$ cat src/rtl/tck_step_gen.sv
// -----------------------------------------------------------------------------
// tck_step_gen
//
// Step controller that sits after the TCK clock divider. The divider's TCK-rate
// output (tck_tick) is treated as a sampled level, never as a clock. Each rising
// edge of that level becomes one TCK half-period inside the clk_in domain. The
// block drives a glitch-free TCK to the JTAG shift engine in one of four modes:
// stopped, free-running, single step or N-cycle burst.
//
// Optional feature macro: TCK_STEP_COUNT_EN
//   defined   : tck_count counts every tck_fall and wraps at 2^32.
//   undefined : tck_count is tied to zero and no counter flops exist.
//
// Ports
//   clk_in     in   1      system clock; all logic on its rising edge
//   reset      in   1      synchronous reset, active low
//   tck_tick   in   1      divider TCK-rate level, asynchronous to clk_in
//   mode       in   2      00 stop, 01 free-run, 10 single step, 11 burst
//   step_req   in   1      one-cycle start pulse for modes 10/11
//   burst_len  in   CNT_W  TCK cycles per burst, sampled at burst start
//   tck        out  1      generated TCK, idles low
//   tck_rise   out  1      strobe in the cycle tck goes 0->1
//   tck_fall   out  1      strobe in the cycle tck goes 1->0
//   busy       out  1      high in every state except IDLE
//   done       out  1      one-cycle pulse when a step or burst completes
//   tck_count  out  32     completed TCK cycles (see macro above)
// -----------------------------------------------------------------------------
module tck_step_gen #(
    parameter int CNT_W = 16
) (
    input  logic             clk_in,
    input  logic             reset,
    input  logic             tck_tick,
    input  logic [1:0]       mode,
    input  logic             step_req,
    input  logic [CNT_W-1:0] burst_len,
    output logic             tck,
    output logic             tck_rise,
    output logic             tck_fall,
    output logic             busy,
    output logic             done,
    output logic [31:0]      tck_count
);

    localparam logic [1:0] MODE_STOP  = 2'b00;
    localparam logic [1:0] MODE_RUN   = 2'b01;
    localparam logic [1:0] MODE_STEP  = 2'b10;
    localparam logic [1:0] MODE_BURST = 2'b11;

    typedef enum logic [2:0] {
        ST_IDLE,
        ST_RUN,
        ST_STEP,
        ST_BURST,
        ST_STOPPING
    } state_t;

    state_t           r_state;
    state_t           w_state_nxt;
    logic             r_s1;
    logic             r_s2;
    logic             r_s3;
    logic             r_half_tick;
    logic             r_tck;
    logic             w_tck_nxt;
    logic             r_tck_rise;
    logic             r_tck_fall;
    logic             r_done;
    logic             w_done_nxt;
    logic [CNT_W-1:0] r_remaining;
    logic [CNT_W-1:0] w_remaining_nxt;

    // Two-flop synchronizer plus a history flop for edge detection. The
    // detected edge is registered once more so the FSM sees a clean single
    // cycle event: tick sampled at edge k -> tck toggles at edge k+3.
    always_ff @(posedge clk_in) begin
        if (!reset) begin
            r_s1        <= 1'b0;
            r_s2        <= 1'b0;
            r_s3        <= 1'b0;
            r_half_tick <= 1'b0;
        end else begin
            // NOTE: non-blocking assignments make every flop sample the old
            // value of its neighbour, which is what builds the shift chain.
            r_s1        <= tck_tick;
            r_s2        <= r_s1;
            r_s3        <= r_s2;
            r_half_tick <= r_s2 & ~r_s3;
        end
    end

    always_comb begin
        // NOTE: every output of this block gets a default first so no path
        // leaves a signal unassigned and no latch is inferred.
        w_state_nxt     = r_state;
        w_tck_nxt       = r_tck;
        w_remaining_nxt = r_remaining;
        w_done_nxt      = 1'b0;

        case (r_state)
            ST_IDLE: begin
                w_tck_nxt = 1'b0;
                if (mode == MODE_RUN) begin
                    w_state_nxt = ST_RUN;
                end else if (mode == MODE_STEP && step_req) begin
                    w_state_nxt     = ST_STEP;
                    w_remaining_nxt = CNT_W'(1);
                end else if (mode == MODE_BURST && step_req) begin
                    if (burst_len != '0) begin
                        w_state_nxt     = ST_BURST;
                        w_remaining_nxt = burst_len;
                    end else begin
                        // Empty burst: report completion without any TCK edge.
                        w_done_nxt = 1'b1;
                    end
                end
            end

            ST_RUN: begin
                if (mode != MODE_RUN) begin
                    // Never cut a high phase short; finish it in STOPPING.
                    w_state_nxt = r_tck ? ST_STOPPING : ST_IDLE;
                end else if (r_half_tick) begin
                    w_tck_nxt = ~r_tck;
                end
            end

            ST_STEP, ST_BURST: begin
                if (mode == MODE_STOP) begin
                    w_state_nxt     = r_tck ? ST_STOPPING : ST_IDLE;
                    w_remaining_nxt = '0;
                end else if (r_half_tick) begin
                    w_tck_nxt = ~r_tck;
                    // A falling edge completes one TCK cycle.
                    if (r_tck && r_remaining != '0) begin
                        w_remaining_nxt = r_remaining - CNT_W'(1);
                        if (r_remaining == CNT_W'(1)) begin
                            w_done_nxt  = 1'b1;
                            w_state_nxt = ST_IDLE;
                        end
                    end
                end
            end

            ST_STOPPING: begin
                if (r_half_tick) begin
                    w_tck_nxt   = 1'b0;
                    w_state_nxt = ST_IDLE;
                end
            end

            default: begin
                w_state_nxt     = ST_IDLE;
                w_tck_nxt       = 1'b0;
                w_remaining_nxt = '0;
            end
        endcase
    end

    always_ff @(posedge clk_in) begin
        if (!reset) begin
            r_state     <= ST_IDLE;
            r_tck       <= 1'b0;
            r_tck_rise  <= 1'b0;
            r_tck_fall  <= 1'b0;
            r_done      <= 1'b0;
            r_remaining <= '0;
        end else begin
            r_state     <= w_state_nxt;
            r_tck       <= w_tck_nxt;
            r_tck_rise  <= w_tck_nxt & ~r_tck;
            r_tck_fall  <= ~w_tck_nxt & r_tck;
            r_done      <= w_done_nxt;
            r_remaining <= w_remaining_nxt;
        end
    end

`ifdef TCK_STEP_COUNT_EN
    logic        w_fall;
    logic [31:0] r_tck_count;

    assign w_fall = r_tck & ~w_tck_nxt;

    // Updates on the same edge that raises tck_fall; wraps naturally.
    always_ff @(posedge clk_in) begin
        if (!reset) begin
            r_tck_count <= '0;
        end else if (w_fall) begin
            r_tck_count <= r_tck_count + 32'd1;
        end
    end

    assign tck_count = r_tck_count;
`else
    assign tck_count = '0;
`endif

    assign tck      = r_tck;
    assign tck_rise = r_tck_rise;
    assign tck_fall = r_tck_fall;
    assign done     = r_done;
    assign busy     = (r_state != ST_IDLE);

endmodule
$ cat config.mk
export PLATFORM = sky130hd
export DESIGN_NAME = tck_step_gen
export DESIGN_NICKNAME = d
export VERILOG_FILES = /design/src/rtl/tck_step_gen.sv
export SDC_FILE = /design/constraint.sdc
export NUM_CORES = 1
export LEC_CHECK = 0
export ABC_AREA = 1
export BUFFER_PORTS_ARGS = -buffer_cell sky130_fd_sc_hd__buf_2
export CAP_MARGIN = 20
export CORE_UTILIZATION = 56
export DETAILED_ROUTE_END_ITERATION = 8
export GPL_ROUTABILITY_DRIVEN = 0
export PLACE_DENSITY = 0.82
export SLEW_MARGIN = 10
export SYNTH_ARGS = -nofsm -noshare
export SYNTH_HDL_FRONTEND = slang
export SYNTH_SLANG_ARGS = --single-unit
$ cat constraint.sdc
create_clock -name clk_in -period 2.4 [get_ports clk_in]
set_clock_uncertainty 0.15 [all_clocks]
set_input_delay 0.12 -clock clk_in [delete_from_list [all_inputs] [get_ports clk_in]]
set_output_delay 0.12 -clock clk_in [all_outputs]
set_load 0.05 [all_outputs]
==> impl_metrics.csv, run 1 <==
group,metric,value,unit
cts,cts_inserted_buffers,3,
synthesis,syn_area,0.00213,sq mm
power,p_per_area,1420,mW/mm^2
cts,cts_setup_buffers,0,
critical_path,worstPathBufferInverterCount,1,
power,seqPwrFrac,0.237,
cts,clk_root_buffer_cell,"clkbuf_8",
floorplanning,boundaryPins,59,
timing,setup_viol,0,
cts,htree_levels,1,
power,swShare,0.564,
timing,drv_slew,0,
synthesis,syn_area_per_cell,6.10,sq um
synthesis,yosysSeqAreaShare,0.253,
floorplanning,coreArea,0.00366,sq mm
synthesis,synthAdderAreaFrac,0.0234,
synthesis,synth_xor_area_frac,0.0205,
layout,nNetsFinal,402,
timing,relSlewSlack,0.614,
timing,fin_crit,1940,ps
floorplanning,die_w,63.7,um
critical_path,cp.required,2470,ps
synthesis,synth-compound-area-share,0.0985,
cts,cts_tree,"yes",
cts,cts_resized,0,
power,power_frac_comb,0.678,
placement,hpwl,3550,um
critical_path,cp_max_fo,18,
synthesis,ys_warn_count,0,
critical_path,cp_slowest_cell,"dfxtp_1",
outcome,status,"complete, no violations",
timing,tightestPinTransition,578,ps
synthesis,synth_cells,350,
synthesis,synthDistinctLibCells,26,
cts,cts_buffer_depth,2,
grt,antenna_found_initial,0,
timing,hold_viol,0,
critical_path,arrival,2000,ps
grt,gr-total-overflow,0,
grt,grt_use_total,0.248,
critical_path,worst_setup_path_start_kind,"flip-flop",
timing,fin_tns_setup,0,ps
layout,num_antenna_cells,0,
critical_path,worstSetupPathType,"flip-flop to flip-flop",
detailed_routing,wl_per_cell,10.9,um
power,p_switching,1.78,mW
floorplanning,die_area,0.00406,sq mm
layout,area_growth,4.22,%
power,irDropWorstVdd,901,uV
synthesis,synthSimpleGateAreaFrac,0.403,
cts,cts_sinks,27,
power,p_leak,1.20,nW
detailed_routing,drcViolationCount,0,
detailed_routing,vias,2139,
critical_path,cp_top_family,"simple AND/OR/NAND/NOR gates",
layout,drive_above_1_share,0.173,
critical_path,critPathMaxStageDelay,400,ps
synthesis,synth_mux_area_frac,0,
detailed_routing,via_per_inst,5.06,
grt,grt_pass1_vias,1842,
detailed_routing,drt_iter0_drc,183,
floorplanning,start_util,0.583,
critical_path,cp-end-kind,"flip-flop",
power,finalPower,3.16,mW
cts,clock_latency,280,ps
synthesis,synth_top_family_by_area,"simple AND/OR/NAND/NOR gates",
power,p_int,1.38,mW
power,p_clk_frac,0.085,
layout,n_fill_cell,370,
critical_path,regToRegSetupSlack,460,ps
detailed_routing,ant_nets,0,
floorplanning,rows,22,
critical_path,crit_path_frequent_cell,"nand2_2",
grt,grt_pass1_wl,8040,um
placement,port_buffers,26,
timing,rsz0062_at_grt,"false",
timing,finalCritPeriodShare,0.808,
floorplanning,die_y,63.7,um
timing,fmaxAchievable,516,MHz
critical_path,path_cells,"inv_1 -> ha_1 -> nand2_1 -> nor2_1 -> nand2_2 -> nand2_2 -> nand2_2 -> nand2_2 -> nor2_4 -> o21ai_0 -> nor2_1",
synthesis,ys_ff_latch,27,
detailed_routing,routed_wl,4600,um
layout,fin_util,0.608,
min_path,hold_class,"primary input to flip-flop",
detailed_routing,firstDrtPassIters,6,
grt,grt_max_degree,22,
job,cap_violations,0,
cts,clkTransAtPathRegs,100,ps
-- power groups by stage --
stage,Combinational (mW),Clock [mW],Sequential (mW)
global route,2.42,0.296,0.774
floorplan,1.83,0,0.719
global placement,2.07,0,0.752
CTS,2.11,0.277,0.745
detailed placement,2.10,0,0.754
finish,2.14,0.269,0.748
-- flip-flops by register name, indices dropped and copies added (netlist names) --
signal / count
r_half_tick: 1
tck_rise: 1
r_remaining: 16
r_s3: 1
r_state: 3
r_s2: 1
done: 1
tck: 1
tck_fall: 1
r_s1: 1
-- synth_stat cells --
master    number  area [sq um]
buf_6          2          22.5
dfxtp_1       27           541
nand2_1       76           285
o21ai_1        3          15.0
nand2_4        2          22.5
nor3_1         1          5.00
inv_2          5          18.8
clkbuf_1       2          7.51
nand3_1       11          55.1
ha_1           4          50.1
buf_2          1          5.00
conb_1         1          3.75
nand2_2       16           100
xnor2_1        2          17.5
a21oi_1       15          75.1
buf_4         33           248
nand4_1        5          31.3
nor2_1        74           278
nor2_2         8          50.1
inv_1         32           120
o21ai_0       21           105
clkinv_1       1          3.75
xor2_1         3          26.3
nor2_4         3          33.8
a22oi_1        1          7.51
o31ai_1        1          7.51
-- kinds of logic (layout without fill, tap and decap cells) --
family	count (synthesis)	count (layout)
flops	27	27
compound gates	41	41
fa+ha+maj	4	4
other cells	1	32
buf+inv	76	70
xor+xnor	5	5
simple gates	196	196
-- worst min-delay path, stage by stage --
cell and delay [ps]:
buf_2 90, nand2_1 50, nand2_1 50, nor2_1 40, nor2_1 80
-- metrics by stage --
stage               hold WS (ps)  instance area, sq um  std cells  setup WS, ps
floorplan                   67.6                  2250        381           751
global placement             157                  2170        418           580
detailed placement           164                  2170        418           501
CTS                         29.9                  2220        423           475
global route                62.5                  2220        423           250
finish                      22.6                  2220        423           461
-- path summary, 6_finish.rpt --
path                                     start              to  cells past startpoint
worst min-delay path              burst_len[6]  r_remaining[6]                      5
worst max-delay path            r_remaining[0]  r_remaining[4]                     11
worst max register to register  r_remaining[0]  r_remaining[4]                     11
worst min register to register            r_s3     r_half_tick                      1
-- cells in the final DEF (no fill, tap or decap) --
cell | netlist | layout
nand2_4 | 2 | 2
xor2_1 | 3 | 3
buf_2 | 1 | 26
nand3_1 | 11 | 11
a21oi_1 | 15 | 15
nor3_1 | 1 | 1
ha_1 | 4 | 4
xnor2_1 | 2 | 2
dfxtp_1 | 27 | 27
clkinvlp_4 | 0 | 1
o21ai_0 | 21 | 21
buf_4 | 33 | 1
dlygate4sd3_1 | 0 | 1
conb_1 | 1 | 32
nand4_1 | 5 | 5
clkinv_1 | 1 | 1
clkbuf_8 | 0 | 3
nand2_1 | 76 | 76
o31ai_1 | 1 | 1
inv_2 | 5 | 5
nor2_4 | 3 | 3
nor2_1 | 74 | 74
nor2_2 | 8 | 8
inv_1 | 32 | 32
o21ai_1 | 3 | 3
a22oi_1 | 1 | 1
nand2_2 | 16 | 16
-- per-layer routing --
layer | share of wire | global-route usage | vias to the layer above
met4 | 0.021 | 0.0909 | 0
li1 | - | - | 1068
met2 | 0.45 | 0.402 | 114
met3 | 0.081 | 0.0250 | 14
met1 | 0.44 | 0.339 | 943
met5 | 0 | 0 | -
-- area by class of cell --
cell class,count,area (sq um),share of cell area
Clock buffer,3,41.3,0.0186
Inverter,38,143,0.0641
Sequential cell,27,541,0.243
Multi-Input combinational cell,278,1280,0.578
Timing Repair Buffer,28,148,0.0664
Clock inverter,1,7.51,0.00337
Tap cell,48,60.1,0.0270
-- timing repair --
action	in CTS	in global routing
hold buffers	1	0
endpoints found under the hold margin	1	0
setup endpoints to repair	0	0
(Power assumes the default switching activity.)
==> run 2: changes to the inputs <==
--- a/config.mk
+++ b/config.mk
@@ -5,13 +5,13 @@
 export SDC_FILE = /design/constraint.sdc
 export NUM_CORES = 1
 export LEC_CHECK = 0
-export ABC_AREA = 1
+export ABC_AREA = 0
 export BUFFER_PORTS_ARGS = -buffer_cell sky130_fd_sc_hd__buf_2
 export CAP_MARGIN = 20
-export CORE_UTILIZATION = 56
+export CORE_UTILIZATION = 52
 export DETAILED_ROUTE_END_ITERATION = 8
 export GPL_ROUTABILITY_DRIVEN = 0
-export PLACE_DENSITY = 0.82
+export PLACE_DENSITY = 0.78
 export SLEW_MARGIN = 10
 export SYNTH_ARGS = -nofsm -noshare
 export SYNTH_HDL_FRONTEND = slang
==> constraint.sdc (replaced) <==
create_clock -name clk_in -period 1.81 [get_ports clk_in]
set_clock_uncertainty 0.15 [all_clocks]
set_input_delay 0.0905 -clock clk_in [delete_from_list [all_inputs] [get_ports clk_in]]
set_output_delay 0.0905 -clock clk_in [all_outputs]
set_load 0.05 [all_outputs]
==> impl_metrics.csv, run 2 <==
group,metric,value,unit
cts,cts_tree,"yes",
grt,grt_pass1_wl,8960,um
synthesis,syn_area,0.00194,sq mm
floorplanning,boundaryPins,59,
layout,area_growth,35.5,%
critical_path,worst_setup_path_start_kind,"flip-flop",
critical_path,critPathMaxStageDelay,550,ps
power,p_per_area,1630,mW/mm^2
detailed_routing,drt_iter0_drc,244,
cts,cts_buffer_depth,2,
cts,cts_sinks,27,
grt,gr-total-overflow,0,
synthesis,yosysSeqAreaShare,0.278,
synthesis,synth_edf_count,0,
floorplanning,rows,21,
synthesis,syn_area_per_cell,8.13,sq um
synthesis,synth_top_cell_area_share,0.278,
detailed_routing,vias,2230,
detailed_routing,wl_per_cell,17.1,um
synthesis,synth_ff_type,"dfxtp_1",
synthesis,synthDistinctLibCells,56,
synthesis,synth_common_cells,"buf_4, dfxtp_1, nor2_1, nor3_1",
layout,n_fill_cell,260,
timing,worst_slack,-407,ps
power,p_leak,1.17,nW
critical_path,cp_top_family,"simple AND/OR/NAND/NOR gates",
critical_path,worstSetupPathType,"flip-flop to flip-flop",
grt,antenna_found_initial,0,
critical_path,worstPathBufferInverterCount,1,
floorplanning,die_area,0.00399,sq mm
synthesis,ys_ff_latch,27,
floorplanning,coreArea,0.00347,sq mm
grt,grt_use_total,0.284,
timing,fmaxAchievable,451,MHz
cts,htree_levels,1,
layout,drive_above_1_share,0.374,
cts,clock_latency,270,ps
floorplanning,die_w,63.1,um
floorplanning,die_y,63.1,um
placement,hpwl,3860,um
detailed_routing,routed_wl,6260,um
timing,drv_slew,0,
timing,setup_viol,22,
timing,hold_viol,0,
layout,largestRegisters,"r_remaining x16, r_state x3",
cts,cts_inserted_buffers,3,
timing,rsz0062_at_grt,"true",
floorplanning,start_util,0.560,
detailed_routing,ant_nets,0,
critical_path,path_cells,"or4_4 -> nor3_4 -> buf_4 -> a31o_4 -> o21ai_0 -> a21boi_1 -> o21a_1",
detailed_routing,firstDrtPassIters,6,
power,irDropWorstVdd,1160,uV
synthesis,ys_warn_count,0,
layout,mostFrequentLayoutCells,"buf_4, conb_1, buf_2",
critical_path,cp.required,1880,ps
synthesis,yosysTopAreaCell,"dfxtp_1",
min_path,hold_class,"primary input to flip-flop",
cts,clkTransAtPathRegs,90,ps
critical_path,arrival,2280,ps
timing,finalCritPeriodShare,1.22,
placement,placedCellCount,354,
layout,fin_util,0.759,
layout,largest-register,"r_remaining",
critical_path,cp-end-kind,"flip-flop",
layout,nNetsFinal,348,
layout,final_common_cell,"buf_4",
layout,multi_input_area,0.00131,sq mm
layout,largest_reg_flops,16,
cts,clk_root_buffer_cell,"clkbuf_8",
power,finalPower,4.30,mW
synthesis,yosys-top-cells-area,"dfxtp_1, buf_4, nor2_1, nor3_1, ha_1",
grt,grt_pass1_vias,2027,
synthesis,ys_async_sr_fraction,0,
critical_path,cp_max_fo,5,
placement,port_buffers,26,
detailed_routing,drcViolationCount,0,
layout,fin_cells,367,
outcome,status,"finished, violations left",
layout,num_antenna_cells,0,
critical_path,cp_slowest_cell,"or4_4",
detailed_routing,via_per_inst,6.08,
job,cap_violations,0,
timing,fin_crit,2220,ps
synthesis,synth_most_common_cell,"buf_4",
outcome,violations,"negative setup slack",
grt,grt_max_degree,17,
synthesis,synth_cells,239,
layout,seqCellArea,544,sq um
## run 2: cell count changes in the layout (fill, tap and decap cells not counted), sizes merged, moves of 7 or more
| cell | previous run | this run |
|---|---|---|
| a21oi | 15 | 7 |
| buf | 27 | 88 |
| inv | 37 | 10 |
| nand2 | 94 | 10 |
| nor2 | 85 | 21 |
| nor3 | 1 | 14 |
| nor4 | 0 | 7 |
| o21ai | 24 | 11 |
## run 2: final cells by class
class	count	share of cell area
Multi-Input combinational cell	190	0.496
Clock buffer	4	0.0171
Inverter	10	0.0143
Timing Repair Buffer	90	0.244
Tap cell	46	0.0219
Sequential cell	27	0.207
## run 2: cell families (layout without fill, tap and decap cells)
group,count (synthesis),count (layout),synth area share
DFF,27,27,0.278
AOI/OAI and AO/OA,59,59,0.231
adders and majority gates,4,4,0.0258
xor gates and xnor gates,7,7,0.0316
other,1,32,0.00193
buffers and inverters,53,104,0.174
and+or+nand+nor,88,88,0.258
## run 2: worst paths after layout
kind / start / end / slack (ps) / cells past startpoint
min: burst_len[15] / r_remaining[15] / 20 / 3
max: r_remaining[11] / r_remaining[9] / -410 / 7
min reg2reg: r_s3 / r_half_tick / 290 / 1
max reg2reg: r_remaining[11] / r_remaining[9] / -410 / 7
## run 2: per-layer routing
metal / global-route usage / wire length (um) / up-vias
met1: 0.346 / 2460 / 1038
li1: - / - / 983
met4: 0.177 / 259 / 0
met5: 0 / 0 / -
met2: 0.468 / 2990 / 171
met3: 0.0362 / 556 / 38
## run 2: repair_timing
item                                    in CTS  in global routing
pin swaps                                   13                  8
resized for setup                           19                 11
hold endpoints to repair                     2                  0
endpoints found under the setup margin      22                 23
setup buffers                                4                  3
hold buffers                                 2                  0
## run 2: power by group
part           internal, mW  switching (mW)
clock                 0.158           0.189
combinational          1.35            1.75
sequential            0.736           0.115
total                  2.24            2.06
## run 2: tightest hold or removal path: stages
cell,delay [ps]
buf_2,100
a221oi_1,70
nor3_1,130
## run 2: through the flow
stage	setup WS, ps	hold WS (ps)	setup TNS, ps	instance area [sq um]
2_1_floorplan	-199	67.8	-2290	2090
3_3_place_gp	-265	146	-4110	2380
3_5_place_dp	-293	152	-4570	2380
4_1_cts	-307	16.0	-5680	2540
5_1_grt	-538	63.8	-8070	2630
6_report	-407	20.0	-6320	2630
